$ cat src/rtl/id_ex_stage.sv
// ID/EX pipeline register with operand forwarding and load-use hazard detection.
// Feeds the ALU operands, opcode and the store data path for the EX stage.
module id_ex_stage #(
   parameter int unsigned XLEN   = 32,
   parameter int unsigned REG_AW = 5
) (
   input  logic              i_clk,
   input  logic              i_rst,
   input  logic              i_stall,
   input  logic              i_flush,
   input  logic              i_id_valid,
   input  logic [XLEN-1:0]   i_id_pc,
   input  logic [XLEN-1:0]   i_id_rs1_data,
   input  logic [XLEN-1:0]   i_id_rs2_data,
   input  logic [XLEN-1:0]   i_id_imm,
   input  logic [REG_AW-1:0] i_id_rs1_addr,
   input  logic [REG_AW-1:0] i_id_rs2_addr,
   input  logic [REG_AW-1:0] i_id_rd_addr,
   input  logic              i_id_uses_rs2,
   input  logic [3:0]        i_id_alu_ctrl,
   input  logic              i_id_alu_src_imm,
   input  logic              i_id_alu_src_pc,
   input  logic              i_id_reg_write,
   input  logic              i_id_mem_read,
   input  logic              i_id_mem_write,
   input  logic              i_id_branch,
   input  logic [REG_AW-1:0] i_exm_rd,
   input  logic              i_exm_reg_write,
   input  logic [XLEN-1:0]   i_exm_result,
   input  logic [REG_AW-1:0] i_wb_rd,
   input  logic              i_wb_reg_write,
   input  logic [XLEN-1:0]   i_wb_data,
   output logic [XLEN-1:0]   o_alu_a,
   output logic [XLEN-1:0]   o_alu_b,
   output logic [3:0]        o_alu_ctrl,
   output logic [XLEN-1:0]   o_ex_store_data,
   output logic [XLEN-1:0]   o_ex_pc,
   output logic [REG_AW-1:0] o_ex_rd,
   output logic              o_ex_valid,
   output logic              o_ex_reg_write,
   output logic              o_ex_mem_read,
   output logic              o_ex_mem_write,
   output logic              o_ex_branch,
   output logic              o_load_use_stall
);

   localparam logic [3:0] AluAdd = 4'b0000;

   logic              r_valid;
   logic [XLEN-1:0]   r_pc;
   logic [XLEN-1:0]   r_rs1_data;
   logic [XLEN-1:0]   r_rs2_data;
   logic [XLEN-1:0]   r_imm;
   logic [REG_AW-1:0] r_rs1_addr;
   logic [REG_AW-1:0] r_rs2_addr;
   logic [REG_AW-1:0] r_rd;
   logic [3:0]        r_alu_ctrl;
   logic              r_alu_src_imm;
   logic              r_alu_src_pc;
   logic              r_reg_write;
   logic              r_mem_read;
   logic              r_mem_write;
   logic              r_branch;

   logic              w_load_use;
   logic              w_bubble;
   logic              w_capture;
   logic [XLEN-1:0]   w_fwd_rs1;
   logic [XLEN-1:0]   w_fwd_rs2;

   // Load-use hazard: a load in EX whose destination is read by the decode slot.
   // A bubble in EX has r_valid=0, which forces this low.
   always_comb begin
      w_load_use = r_valid && r_mem_read && (r_rd != '0) && i_id_valid &&
                   ((r_rd == i_id_rs1_addr) || (i_id_uses_rs2 && (r_rd == i_id_rs2_addr)));
   end

   // Update priority: reset, flush, stall (hold), load-use bubble, capture.
   // An invalid decode slot is captured as a bubble so no control bit leaks through.
   always_comb begin
      w_bubble  = i_rst || i_flush || (!i_stall && (w_load_use || !i_id_valid));
      w_capture = !w_bubble && !i_stall;
   end

   // EX pipeline register.
   always_ff @(posedge i_clk) begin
      if (w_bubble) begin
         r_valid       <= 1'b0;
         r_pc          <= '0;
         r_rs1_data    <= '0;
         r_rs2_data    <= '0;
         r_imm         <= '0;
         r_rs1_addr    <= '0;
         r_rs2_addr    <= '0;
         r_rd          <= '0;
         r_alu_ctrl    <= AluAdd;
         r_alu_src_imm <= 1'b0;
         r_alu_src_pc  <= 1'b0;
         r_reg_write   <= 1'b0;
         r_mem_read    <= 1'b0;
         r_mem_write   <= 1'b0;
         r_branch      <= 1'b0;
      end else if (w_capture) begin
         r_valid       <= i_id_valid;
         r_pc          <= i_id_pc;
         r_rs1_data    <= i_id_rs1_data;
         r_rs2_data    <= i_id_rs2_data;
         r_imm         <= i_id_imm;
         r_rs1_addr    <= i_id_rs1_addr;
         r_rs2_addr    <= i_id_rs2_addr;
         r_rd          <= i_id_rd_addr;
         r_alu_ctrl    <= i_id_alu_ctrl;
         r_alu_src_imm <= i_id_alu_src_imm;
         r_alu_src_pc  <= i_id_alu_src_pc;
         r_reg_write   <= i_id_reg_write & i_id_valid;
         r_mem_read    <= i_id_mem_read & i_id_valid;
         r_mem_write   <= i_id_mem_write & i_id_valid;
         r_branch      <= i_id_branch & i_id_valid;
      end
   end

   // Operand forwarding: EX/MEM beats MEM/WB, x0 is never forwarded.
   always_comb begin
      w_fwd_rs1 = r_rs1_data;
      if (i_exm_reg_write && (i_exm_rd != '0) && (i_exm_rd == r_rs1_addr)) begin
         w_fwd_rs1 = i_exm_result;
      end else if (i_wb_reg_write && (i_wb_rd != '0) && (i_wb_rd == r_rs1_addr)) begin
         w_fwd_rs1 = i_wb_data;
      end
      w_fwd_rs2 = r_rs2_data;
      if (i_exm_reg_write && (i_exm_rd != '0) && (i_exm_rd == r_rs2_addr)) begin
         w_fwd_rs2 = i_exm_result;
      end else if (i_wb_reg_write && (i_wb_rd != '0) && (i_wb_rd == r_rs2_addr)) begin
         w_fwd_rs2 = i_wb_data;
      end
   end

   // Operand muxes and registered outputs.
   always_comb begin
      o_alu_a          = r_alu_src_pc ? r_pc : w_fwd_rs1;
      o_alu_b          = r_alu_src_imm ? r_imm : w_fwd_rs2;
      o_ex_store_data  = w_fwd_rs2;
      o_alu_ctrl       = r_alu_ctrl;
      o_ex_pc          = r_pc;
      o_ex_rd          = r_rd;
      o_ex_valid       = r_valid;
      o_ex_reg_write   = r_reg_write;
      o_ex_mem_read    = r_mem_read;
      o_ex_mem_write   = r_mem_write;
      o_ex_branch      = r_branch;
      o_load_use_stall = w_load_use;
   end

endmodule

$ cat config.mk
export PLATFORM = sky130hd
export DESIGN_NAME = id_ex_stage
export DESIGN_NICKNAME = d
export VERILOG_FILES = /design/src/rtl/id_ex_stage.sv
export SDC_FILE = /design/constraint.sdc
export NUM_CORES = 1
export LEC_CHECK = 0
export BUFFER_PORTS_ARGS = -buffer_cell sky130_fd_sc_hd__buf_2
export CAP_MARGIN = 30
export CORE_AREA = 2 2 148 150
export CTS_BUF_LIST = sky130_fd_sc_hd__clkbuf_8
export CTS_CLUSTER_SIZE = 20
export DETAILED_ROUTE_END_ITERATION = 7
export DIE_AREA = 0 0 150 152
export HOLD_SLACK_MARGIN = 0.15
export PLACE_DENSITY_LB_ADDON = 0.25
export SLEW_MARGIN = 20
export SYNTH_ARGS = -nofsm -noshare
export SYNTH_HDL_FRONTEND = slang
export SYNTH_SLANG_ARGS = --single-unit
$ cat constraint.sdc
create_clock -name i_clk -period 6.7 [get_ports i_clk]
set_input_delay 1.34 -clock i_clk [delete_from_list [all_inputs] [get_ports i_clk]]
set_output_delay 1.34 -clock i_clk [all_outputs]
set_load 0.05 [all_outputs]
==> results of run 1 <==
stage by stage:
step | power (mW) | setup slack, ns | utilization (%) | instance area [um2]
2_1_floorplan | 1.21 | 1.49 | - | 7830
3_3_place_gp | 1.36 | 1.33 | 46.0 | 9810
3_5_place_dp | 1.37 | 1.30 | 46.1 | 9850
4_1_cts | 2.13 | 1.30 | 48.1 | 10300
5_1_grt | 2.19 | 1.13 | 48.3 | 10300
6_report | 2.11 | 1.25 | 48.3 | 10300
routing by layer:
| metal | vias up | global-route usage, % | part of all wire (%) |
|---|---|---|---|
| li1 | 3775 | - | - |
| met1 | 3852 | 31.4 | 37 |
| met2 | 401 | 49.6 | 50 |
| met3 | 57 | 8.29 | 9.2 |
| met4 | 6 | 10.4 | 3.2 |
| met5 | - | 0 | 0.11 |
cells in the mapped netlist (all sizes together):
library cell  count
clkbuf           58
o2111ai           1
a21o              1
nor2b             1
a21oi            18
nand4             3
a221oi           16
buf              35
nor4             29
and2              2
mux2i            32
o211ai            1
nor3b             1
nand2            35
mux2             28
nand2b           16
inv              16
nor4b             4
a31oi            28
o22ai             1
nor2             12
or4b              2
a22o            153
or4               2
xnor2            20
a211oi            4
o31ai            48
or3               1
xor2             10
nand3            30
dfxtp           154
nor3             46
or2               2
worst max-delay path, cell delays in order:
cell and delay [ns]:
buf_2 0.13, xor2_2 0.14, buf_4 0.23, or4b_2 0.88, buf_4 0.34, o31ai_1 0.30
a31oi_1 0.22, mux2_2 0.31, buf_2 0.21
area by class of cell:
type / instances / share of cell area (%)
Clock buffer: 17 / 2.27
Sequential cell: 154 / 29.9
Timing Repair Buffer: 396 / 20.1
Antenna cell: 7 / 0.170
Multi-Input combinational cell: 547 / 41.9
Clock inverter: 15 / 1.72
Tap cell: 280 / 3.40
Inverter: 16 / 0.582
power groups by stage:
stage,clock (mW),sequential (mW),combinational (mW)
finish,0.764,0.949,0.398
global route,0.819,0.951,0.422
CTS,0.779,0.950,0.397
detailed placement,0,0.971,0.395
global placement,0,0.971,0.391
floorplan,0,0.985,0.222
sequential cells by signal (all words and copies together) (netlist names), 4 cells and up:
register	count
o_ex_pc	32
r_imm	32
r_rs1_data	32
r_rs2_data	32
o_ex_rd	5
r_rs1_addr	5
r_rs2_addr	5
o_alu_ctrl	4
path summary, 6_finish.rpt:
| kind | startpoint | end | slack (ns) | cells past startpoint |
|---|---|---|---|---|
| hold / removal | o_ex_branch | o_ex_branch | 0.48 | 1 |
| setup / recovery | i_wb_rd[3] | o_alu_b[5] | 1.25 | 9 |
| setup reg to reg | o_ex_rd[4] | r_rs1_data[26] | 4.58 | 7 |
| hold reg to reg | o_ex_branch | o_ex_branch | 0.48 | 1 |
logic make-up (layout without fill, tap and decap cells):
group	after synthesis	count (layout)	synth area share (%)
muxes	60	60	8.12
DFF	154	154	39.4
AOI/OAI and AO/OA	271	271	30.1
other	0	7	0
xor gates and xnor gates	30	30	3.35
buffers and inverters	109	444	6.10
and+or+nand+nor	186	186	13.0
==> impl_metrics.toml, run 1 <==
[status]
status = "finished clean"

[sta]
finalHoldViolCount = 0
fin_crit_sh_pct = 81.3
fin_setup_tns_ns = 0
rsz0062_at_grt = "false"
tightest_slew_ns = 0.988
max_clock_freq_mhz = 184
slew_violations = 0
fin_skew_ns = 0.0116
setup_violations = 0
max_slew_margin_pct = 34.0
timing.hold.ws_ns = 0.479
min_period_ns = 5.45

[clock_tree]
hold_buffers = 0
clock-sinks = 154
path_clk_slew_ns = 0.10
worstSkewPairLatency_ns = 0.46
postCtsSetupRepairBufs = 0
numCtsBuffers = 17
cts_resized = 0
cts_tree = "done"
h-tree-depth = 4
clock_path_buffers = 2
ctsRootBufferMaster = "clkbuf_8"

[pwr]
p_switching_mw = 0.702
power_frac_seq_pct = 44.9
powerDensity_nw_per_um2 = 205
p_int_mw = 1.41
power_frac_clock_pct = 36.2
p_comb_share_pct = 18.9
power.share.switching_pct = 33.2
peakVddDrop_mv = 0.0987
p_leak_nw = 4.48

[final_layout]
fin_nets = 1367
most-common-layout-cells = "377 x buf_2, 153 x a22o_1, 152 x dfxtp_1, 46 x nor3_1, 35 x nand2_1"
multiInputGateArea_um2 = 4320
final_common_cell = "buf_2"
layout-drive-gt1-share_pct = 44.2
stdcell_count = 1432
syn_to_final_growth_pct = 31.7
seq_area_um2 = 3090
fillerInstances = 2086

[global_routing]
grt_start_max_net_pins = 66
first_global_vias = 8009
grt_overflow = 0
antenna_found_initial = 8
grt_use_total_pct = 28.0
grt_pass1_wl_mm = 48.2

[floorplanning]
initial_utilization_pct = 36.7
core_area_um2 = 21400
die-height_um = 152
fp.dieW_um = 150
num_io_pins = 378
dieArea_um2 = 22800
rows = 54

[routing]
num_vias = 8091
drt_iter0_drc = 501
avgViaCountPerCell = 5.65
avgRoutedWirePerCell_um = 23.1
wl_mm = 33.0
firstDrtPassIters = 7
remaining_drc_errors = 0
drtAntennaViolNets = 0

[synthesis]
yosysWarnings = 0
postSynthAreaPerCell_um2 = 9.67
syn-cell-area_um2 = 7830
synth_area_leaders = "dfxtp_1 39%, a22o_1 17%, mux2i_1 4.1%"
synth_cell_type_count = 43
seq_area_frac_synth_pct = 39.4
syn_nets = 1045
synth_top_area_share_pct = 39.4
syn_inst = 810
synth_top_area_cell = "dfxtp_1"
ys_ff_latch = 154

[place]
hpwl_mm = 24.9
io_buffers = 377
gp_congestion = 0.887
dp_cells = 1391

[setup_path]
endpoint_kind = "output pin"
cp_data_required_time_ns = 5.36
start_kind = "input pin"
critical_path_class = "in -> out"
critical_path.max_fanout = 29
worst_ep_arrival_time_ns = 4.11

[worst_hold_path]
hp-class = "reg -> reg"

[run]
maxCapViolCount = 0
Note: power is estimated with default switching activity, not from simulation.
==> run 2, diff against run 1 <==
Settings changed: ABC_AREA set to 1, CORE_AREA 2 2 148 150 to 2 2 147 149, DIE_AREA 0 0 150 152 to 0 0 149 151.
Clock period 6.7 ns to 5.1 ns, I/O delays scaled along.
==> run 2 against run 1 <==
Clock skew up 0.0020 ns; synthesized area rose by 11%; global-route usage decreased by 1.4 points.
==> impl_metrics.toml, run 2 <==
[global_routing]
antenna_found_initial = 5
grt_pass1_wl_mm = 46.6
first_global_vias = 8692
grt_start_max_net_pins = 155
grt_use_total_pct = 26.6
grt_overflow = 0

[setup_path]
r2r_end = "r_rs1_data[6]"
crit_path_top_delay_cell = "nor2_4"
slowest_delay_ns = 0.73
critical_path_class = "in -> out"
crit_chain = "buf_2 > nor2_1 > nand2_1 > o21ai_1 > nor2_4 > nand2_2 > nand3_1 > nand2_1 > nand2_1 > buf_2"
worst_ep_arrival_time_ns = 3.57
cpMostUsedCell = "nand2_1"
cp-startpoint = "i_exm_rd[2]"
critical_path.max_fanout = 33
endpoint_kind = "output pin"
worstReg2RegStart = "o_ex_rd[0]"
reg2regPathDepth = 12
cp_data_required_time_ns = 4.08
start_kind = "input pin"
reg2reg_setup_slack_ns = 2.96

[place]
hpwl_mm = 22.2
post-place-ws_ns = 0.533
io_buffers = 377
placed_cell_area_um2 = 10700
gp_congestion = 0.877

[floorplanning]
initial_utilization_pct = 41.7
core_area_um2 = 20800
rows = 53
fp.dieW_um = 149
die-height_um = 151
dieArea_um2 = 22500
num_io_pins = 378

[worst_hold_path]
hp-class = "reg -> reg"
hold_depth = 2
whs_endpoint = "r_rs2_data[16]"
hp-start = "r_rs2_data[16]"

[routing]
num_vias = 9457
avgViaCountPerCell = 5.04
wl_mm = 31.0
firstDrtPassIters = 5
remaining_drc_errors = 0
avgRoutedWirePerCell_um = 16.5
drt_iter0_drc = 537
drtAntennaViolNets = 0

[synthesis]
synth.most_common_cell = "nand2_1"
syn_nets = 1494
synth_area_leaders = "dfxtp_1 35%, mux2i_1 15%, nand2_1 14%"
synth_top_area_cell = "dfxtp_1"
syn_inst = 1259
synth_cell_type_count = 24
syn-cell-area_um2 = 8690
synth_edf_count = 0
synth-main-ff-cell = "dfxtp_1"
synth_top_area_share_pct = 35.5
seq_area_frac_synth_pct = 35.5
yosysWarnings = 0
ys_ff_latch = 154
ys_async_sr_fraction_pct = 0
synth_commonest_cells = "316 x nand2_1, 230 x nand3_1, 172 x nor2_1"
postSynthAreaPerCell_um2 = 6.90

[final_layout]
layout-drive-gt1-share_pct = 27.3
postLayoutCellArea_um2 = 11100
fin_nets = 1820
most-common-layout-cells = "376 x buf_2, 314 x nand2_1, 230 x nand3_1, 169 x nor2_1, 152 x dfxtp_1"
syn_to_final_growth_pct = 27.9
final_common_cell = "buf_2"

[sta]
setup_violations = 0
fin_crit_sh_pct = 90.0
fin_skew_ns = 0.0136
finalHoldViolCount = 0
fin_setup_tns_ns = 0
max_clock_freq_mhz = 218
tightest_slew_ns = 0.877
slew_violations = 0
max_slew_margin_pct = 41.4
min_period_ns = 4.59
rsz0062_at_grt = "false"
postLayoutSetupSlackWorst_ns = 0.509

[clock_tree]
h-tree-depth = 4
cts_tree = "done"
ctsRootBufferMaster = "clkbuf_8"
hold_buffers = 0
cts_resized = 0
numCtsBuffers = 17
worstSkewPairLatency_ns = 0.45
clock-sinks = 154
postCtsSetupRepairBufs = 0
clock_path_buffers = 2
path_clk_slew_ns = 0.07

[pwr]
peakVddDrop_mv = 0.141
powerDensity_nw_per_um2 = 254
p_leak_nw = 6.19

[run]
maxCapViolCount = 0

[status]
status = "finished clean"
-- run 2: routing by layer --
metal  up-vias  track usage, %  wire, um
li1       4686               -         -
met1      4252            33.3     12600
met2       451            44.5     14700
met3        66            6.08      2770
met4         2            10.5       869
met5         -               0        11
-- run 2: worst max path at each step --
| stage | endpoint | slack, ns | cells after the start |
|---|---|---|---|
| 3_3_place_gp | o_alu_a[13] | 0.62 | 10 |
| 5_1_grt | o_alu_a[21] | 0.36 | 9 |
| 4_1_cts | o_alu_a[0] | 0.53 | 10 |
| 2_1_floorplan | o_ex_store_data[10] | 1.78 | 6 |
| 3_5_place_dp | o_alu_a[0] | 0.53 | 10 |
| 6_report | o_alu_a[0] | 0.51 | 10 |
-- run 2: cell families after synthesis --
family          count (synthesis)  synth area share [%]
flops                         154                  35.5
mux                           133                  15.3
simple gates                  758                  37.2
compound gates                 22                  1.42
xor+xnor                       18                  1.81
buf+inv                       174                  8.74
-- run 2: final cells by class --
| class | instances | area [um2] |
|---|---|---|
| Fill cell | 2153 | 9700 |
| Multi-Input combinational cell | 931 | 4920 |
| Sequential cell | 154 | 3090 |
| Timing Repair Buffer | 392 | 2050 |
| Tap cell | 275 | 344 |
| Inverter | 89 | 334 |
| Clock buffer | 20 | 275 |
| Clock inverter | 12 | 98.8 |
| Antenna cell | 5 | 12.5 |
-- run 2: metrics by stage --
stage	instances	power, mW	utilization [%]	hold WS (ns)
2_1_floorplan	1259	1.71	-	0.479
3_3_place_gp	1839	1.93	51.3	0.487
3_5_place_dp	1839	1.94	51.3	0.497
4_1_cts	1871	2.84	53.1	0.517
5_1_grt	1876	2.95	53.4	0.539
6_report	1878	2.82	53.4	0.514
-- run 2: report_power, final --
part           internal, mW  switching (mW)
clock                 0.421           0.487
sequential             1.24          0.0290
combinational         0.211           0.437
total                  1.87           0.953
-- run 2: worst max-delay path, delay by kind of cell --
kind | cells | cell delay, ns
compound gates | 1 | 0.14
simple gates | 7 | 2.03
buf+inv | 2 | 0.38
